--- src/rtl/add_pipe.sv ---
// Carry-segmented pipelined adder/subtractor, one SEG-bit slice per stage.
// Define ADD_PIPE_SAT_EN to saturate s on signed overflow.
module add_pipe #(
  parameter int WIDTH = 16,
  parameter int SEG   = 4
) (
  input  logic             clk,
  input  logic             rst,
  input  logic             ce,
  input  logic             in_valid,
  input  logic             sub,
  input  logic [WIDTH-1:0] a,
  input  logic [WIDTH-1:0] b,
  output logic             out_valid,
  output logic [WIDTH-1:0] s,
  output logic             cout,
  output logic             ovf
);

  localparam int NSEG = WIDTH / SEG;
  localparam logic [WIDTH-1:0] LO =
    (WIDTH'(1) << SEG) - WIDTH'(1);

  logic [WIDTH-1:0] a_i [NSEG];
  logic [WIDTH-1:0] b_i [NSEG];
  logic [WIDTH-1:0] s_i [NSEG];
  logic             c_i [NSEG];
  logic             v_i [NSEG];
  logic [WIDTH-1:0] s_n [NSEG];
  logic             c_n [NSEG];
  logic [WIDTH-1:0] a_p [NSEG];
  logic [WIDTH-1:0] b_p [NSEG];
  logic [WIDTH-1:0] s_q [NSEG];
  logic             c_q [NSEG];
  logic             v_q [NSEG];
  logic             ovf_q;
  logic             ovf_n;
  logic [WIDTH-1:0] s_ld;
  logic             a_msb;

  for (genvar k = 0; k < NSEG; k++) begin : g_stg
    localparam logic [WIDTH-1:0] M = LO << (k * SEG);
    logic [SEG:0] sum;

    if (k == 0) begin : g_head
      assign a_i[k] = a;
      assign b_i[k] = sub ? ~b : b;
      assign s_i[k] = '0;
      assign c_i[k] = sub;
      assign v_i[k] = in_valid;
    end else begin : g_body
      // operands travel with the op, so slice k meets them k stages late
      assign a_i[k] = a_p[k-1];
      assign b_i[k] = b_p[k-1];
      assign s_i[k] = s_q[k-1];
      assign c_i[k] = c_q[k-1];
      assign v_i[k] = v_q[k-1];
    end

    assign sum = {1'b0, a_i[k][k*SEG +: SEG]}
               + {1'b0, b_i[k][k*SEG +: SEG]}
               + {{SEG{1'b0}}, c_i[k]};
    assign s_n[k] = (s_i[k] & ~M)
                  | (WIDTH'(sum[SEG-1:0]) << (k * SEG));
    assign c_n[k] = sum[SEG];
  end

  assign a_msb = a_i[NSEG-1][WIDTH-1];
  assign ovf_n = (a_msb == b_i[NSEG-1][WIDTH-1])
              && (s_n[NSEG-1][WIDTH-1] != a_msb);

`ifdef ADD_PIPE_SAT_EN
  assign s_ld = !ovf_n ? s_n[NSEG-1]
              : a_msb  ? {1'b1, {(WIDTH-1){1'b0}}}
              :          {1'b0, {(WIDTH-1){1'b1}}};
`else
  assign s_ld = s_n[NSEG-1];
`endif

  // final stage doubles as the output register and only loads on valid
  always_ff @(posedge clk) begin
    if (rst) begin
      for (int k = 0; k < NSEG; k++) begin
        a_p[k] <= '0;
        b_p[k] <= '0;
        s_q[k] <= '0;
        c_q[k] <= 1'b0;
        v_q[k] <= 1'b0;
      end
      ovf_q <= 1'b0;
    end else if (ce) begin
      for (int k = 0; k < NSEG - 1; k++) begin
        a_p[k] <= a_i[k];
        b_p[k] <= b_i[k];
        s_q[k] <= s_n[k];
        c_q[k] <= c_n[k];
        v_q[k] <= v_i[k];
      end
      v_q[NSEG-1] <= v_i[NSEG-1];
      if (v_i[NSEG-1]) begin
        s_q[NSEG-1] <= s_ld;
        c_q[NSEG-1] <= c_n[NSEG-1];
        ovf_q       <= ovf_n;
      end
    end
  end

  assign out_valid = v_q[NSEG-1];
  assign s         = s_q[NSEG-1];
  assign cout      = c_q[NSEG-1];
  assign ovf       = ovf_q;

endmodule

--- config.mk ---
export PLATFORM = sky130hd
export DESIGN_NAME = add_pipe
export DESIGN_NICKNAME = d
export VERILOG_FILES = /design/src/rtl/add_pipe.sv
export SDC_FILE = /design/constraint.sdc
export NUM_CORES = 1
export LEC_CHECK = 0
export ABC_AREA = 1
export BUFFER_PORTS_ARGS = -buffer_cell sky130_fd_sc_hd__buf_4
export CAP_MARGIN = 10
export CORE_UTILIZATION = 40
export DETAILED_ROUTE_END_ITERATION = 16
export PLACE_DENSITY = 0.58
export SYNTH_ARGS = -nofsm -noshare
export SYNTH_HDL_FRONTEND = slang
export SYNTH_SLANG_ARGS = --single-unit
export TNS_END_PERCENT = 10
--- constraint.sdc ---
create_clock -name clk -period 3.5 [get_ports clk]
set_clock_uncertainty 0.2 [all_clocks]
set_input_delay 0.525 -clock clk [delete_from_list [all_inputs] [get_ports clk]]
set_output_delay 0.525 -clock clk [all_outputs]
set_load 0.1 [all_outputs]
After elaboration in Yosys (flattened, before gate mapping)
Memory sizes are Yosys's and may differ from the RTL's. Cells that the tools add are included.

RAM bits: 200. Memories: 5. Output and inout port bits: 19. Register bits: 1. Input port bits: 37.

Memory list: a_p (depth 4, bits a word 16, read ports 3, clocked after memory_dff 0, wr ports 4, line 31) `logic [WIDTH-1:0] a_p [NSEG];`; b_p (depth 4, bits a word 16, read ports 3, clocked after memory_dff 0, wr ports 4, line 32) `logic [WIDTH-1:0] b_p [NSEG];`; s_q (depth 4, bits a word 16, read ports 4, clocked after memory_dff 0, wr ports 4, line 33) `logic [WIDTH-1:0] s_q [NSEG];`; c_q (depth 4, bits a word 1, read ports 4, clocked after memory_dff 0, wr ports 4, line 34) `logic c_q [NSEG];`; v_q (depth 4, bits a word 1, read ports 4, clocked after memory_dff 0, wr ports 4, line 35) `logic v_q [NSEG];`.

Bitwise logic cells: 22. Reductions and logical operators: 2. Equal/unequal tests: 2. Add/sub/neg operators: 8. Muxes and demuxes: 28.

Operator list (count): $mux W16 (11); $add A4 B4 Y5 (4); $add A5 B1 Y5 (4); $or A1 B1 Y1 (18); $mux W1 (17); $not A16 Y16 (1); $or A12 B16 Y16 (1); $or A16 B12 Y16 (1); $or A16 B8 Y16 (1); $reduce_and A2 Y1 (1); $eq A1 B1 Y1 (1); $logic_and A1 B1 Y1 (1); $ne A1 B1 Y1 (1).

Depth between registers and ports, before layout
An unclocked memory read counts as a cell.

Depth after elaboration: 6. Mapped depth: 10. Mapped depth without buffers: 8.

Worst setup path before layout
No wires, ideal clock.

Path type: input to register. From: input port ce. To: memory a_p[0][10], enable pin. Data arrival time: 2.292 ns. Setup slack: 0.568 ns. Cell stages on the path: 2. Data required time: 2.860 ns. Cell sequence: inv_1 > nand2_1.

RTL lines: from (decl) (line 9) `input logic ce,`; to (decl) (line 31).

==> summary.md <==
| Metric | Value |
|---|---|
| Initial antenna violation count | `0` |
| # diodes | `0` |
| Critical path class | `register to register` |
| Wirelength per Cell | `10.2 µm` |
| Max Slew Vio Count | `0` |
| Switch share | `about 26%` |
| Largest net degree at the start of global routing | `80` |
| Final core utilization | `roughly 49%` |
| Top cells by count, synth | `edfxtp_1 (96), inv_1 (91), nor2_1 (91)` |
| GRT overflow | `0` |
| Pleak | `between 2 and 2.5 nW` |
| Tot Pwr | `roughly 2.5 mW` |
| Inst Count DP | `558` |
| Slowest stage cell, crit path | `fa_1` |
| Cell count after synthesis | `between 300 and 400` |
| Pre-CTS setup slack | `between 1 and 1.5 ns` |
| Slew @ Worst Pin | `around 0.98 ns` |
| Post-synth ARST share | `0%` |
| Worst hold path class | `input port to register` |
| Die area | `11400 µm²` |
| R2r startpoint | `a_p[0][44]$_SDFFCE_PN0P_` |
| Reg2reg setup slack | `between 1 and 1.5 ns` |
| Highest cell delay on the worst timing path | `roughly 0.48 ns` |
| Critical path startpoint | `a_p[0][44]$_SDFFCE_PN0P_` |
| Synth warn | `0` |
| H-tree levels | `3` |
| Worst setup SP type | `register` |
| Post-Layout Cell Count | `about 570` |
| Max_cap viols | `0` |
| Max-slew headroom at the worst pin | `approximately a third` |
| CTS Buf Count | `9` |
| Buffers on Ports | `between 50 and 60` |
| Antenna-violating nets left | `0` |
| Final Critical Period | `2.04 ns` |
| Design Area, Final | `around 5100 µm²` |
| Dpl cell area | `approximately 5000 µm²` |
| Fin. Hold Viols | `0` |
| CP most frequent cell | `fa_1` |
| Worst-Skew Late Latency | `0.36 ns` |
| Sequential area share after synthesis | `~66%` |
| Die extent in y | `107 µm` |
| Layout cell share with drive strength beyond 1 | `17.4%` |
| Pre-antenna DRT Iters | `4` |
| Top-count cell post-synth | `edfxtp_1` |
| Final setup margin | `1.46 ns` |
| CP endpoint kind | `register` |
| Detailed Place HPWL | `slightly below 4000 µm` |
| GP Congestion | `approximately 0.74` |
| P per Cell Area | `approximately 480 nW/µm²` |
| Post-synthesis register bit count | `97` |
| Root Driver | `clkbuf_8` |
| Peak Freq | `0.490 GHz` |
| Top cell type's share of synthesized area | `65.9%` |
| Clk sinks | `97` |
| Final TNS setup | `0 ns` |
| Final setup viols | `0` |
| Clock power frac | `a little under a third` |
| Via/cell ratio | `around 4.2` |
| Critical path's top delay family | `adder cells` |
| Logic pwr share | `12.7%` |
| CTS tree | `done` |
| Core area | `around 10000 µm²` |
| Max Buffers Root-to-Sink | `2` |
| Horiz. Die Dim | `around 110 µm` |
| Worst Path Buf+Inv | `1` |
| FILL cells | `between 900 and 1000` |
| Initial Utilization | `between 40% and 50%` |
| Multi-input logic area | `between 1000 and 1500 µm²` |
| Worst hold margin | `approximately 0.26 ns` |
| Routed WL | `just under 6000 µm` |
| I/O pins | `56` |
| Yosys top cell by area | `edfxtp_1` |
| Register area | `a little under 3000 µm²` |
| Largest cells by area after synthesis | `edfxtp_1 (66%), inv_1 (7.8%), nor2_1 (7.8%), ha_1 (3.4%), fa_1 (3.2%)` |
| Cell depth of the worst setup path | `6` |
| RSZ-0062 raised after global routing | `false` |
| Vias in the first global route | `between 2000 and 2500` |
| Period utilisation layout | `58.3%` |
| Fin nets | `489` |
| Critical Path Sink | `c_q[3]$_DFFE_PP_` |
| Synth Flop Type | `edfxtp_1` |
| Buffer count from post-CTS setup fixing | `0` |
| Worst path arrival time | `a little under 2 ns` |
| Via count | `2425` |
| Drt drc | `0` |
| Reg clk slew, reported paths | `approximately 0.090 ns` |
| Synthesized area | `4380 µm²` |
| GRT Util Overall | `between 10% and 20%` |
| Hold Buf Count CTS | `0` |
| P&R area growth vs syn | `16.0%` |
| Syn_area_per_cell | `~12 µm²` |
| Post-synth EDFFs | `96` |
| Sequential power share | `a little under three fifths` |
| Mapped Nets | `433` |
| Worst Reg2Reg Path Length in Cells | `6` |
| Synth unique cells | `22` |
| Sw power | `approximately 0.63 mW` |
| PostCTS Resize Cnt | `0` |
| WP data required | `3.41 ns` |
| Cell row count | `37` |
| VDD IR-drop max | `roughly 180 µV` |
| CP cell instances | `fa_1 -> fa_1 -> nand2_1 -> inv_1 -> o21ai_0 -> a21oi_1` |
| Reg2reg end | `c_q[3]$_DFFE_PP_` |
| First-pass GRT wire length | `around 10000 µm` |
| Internal power | `between 1.5 and 2 mW` |
| Initial DRC Count | `96` |
| Critical path fanouts, max | `2` |
| Status | `finished clean` |
## state kept, by name (all words and copies together), names as in the netlist
| signal | cells |
|---|---|
| a_p | 24 |
| b_p | 24 |
| c_q | 4 |
| ovf | 1 |
| s_q | 40 |
| v_q | 4 |
## tightest hold or removal path: cells and delay by family
family	cells	cell delay, ns
and+or+nand+nor	1	0.08
buffers and inverters	2	0.11
## cell usage in the layout (no fill, tap or decap), drive strengths merged
master and count:
xor2 3, and2 1, edfxtp 96, nor2 93, a21oi 14, a21boi 1, buf 55, o21ai 8
xnor2 12, fa 7, dfxtp 1, clkbuf 10, nand2 15, bufinv 1, nand3b 1, ha 12
nand3 9, clkinvlp 2, nor3 1, inv 96
## worst min path at each step
stage	start	cells past startpoint	endpoint	slack, ns
4_1_cts	a[12]	3	a_p[0][12]$_SDFFCE_PN0P_	0.24
3_3_place_gp	ovf$_SDFFE_PP0P_	2	ovf$_SDFFE_PP0P_	0.28
6_report	a[12]	3	a_p[0][12]$_SDFFCE_PN0P_	0.26
3_5_place_dp	ovf$_SDFFE_PP0P_	2	ovf$_SDFFE_PP0P_	0.29
5_1_grt	a[12]	3	a_p[0][12]$_SDFFCE_PN0P_	0.25
2_1_floorplan	s_q[2][10]$_SDFFCE_PN0P_	2	s_q[3][10]$_SDFFCE_PN0P_	0.32
## layout make-up
class | instances | area share [%]
clock inverters | 6 | 1.40
flip-flops and latches | 97 | 57.2
well taps | 136 | 3.35
inverters | 93 | 6.92
clock buffers | 10 | 2.71
repair buffers | 55 | 8.13
multi-input cells | 177 | 20.3
## cells by family after synthesis
logic type                 after synthesis  share of synthesized area [%]
AOI/OAI and AO/OA                       23                           2.69
xor gates and xnor gates                15                           3.00
adders and majority gates               19                           6.63
buffers and inverters                  103                           10.3
DFF                                     97                           66.3
and+or+nand+nor                        120                           11.1
## power groups by stage
stage,combinational [mW],clock [mW],sequential [mW]
2_1_floorplan,0.156,0,1.50
3_3_place_gp,0.307,0,1.42
3_5_place_dp,0.313,0,1.42
4_1_cts,0.316,0.772,1.39
5_1_grt,0.348,0.803,1.40
6_report,0.310,0.751,1.39
## per-layer routing
metal	wire (µm)	vias up	GRT usage [%]
li1	-	1290	-
met1	2810	1070	14.0
met2	2650	54	18.2
met3	283	11	3.04
met4	125	0	6.75
met5	0	-	0
Power figures use the tool's default switching activity.
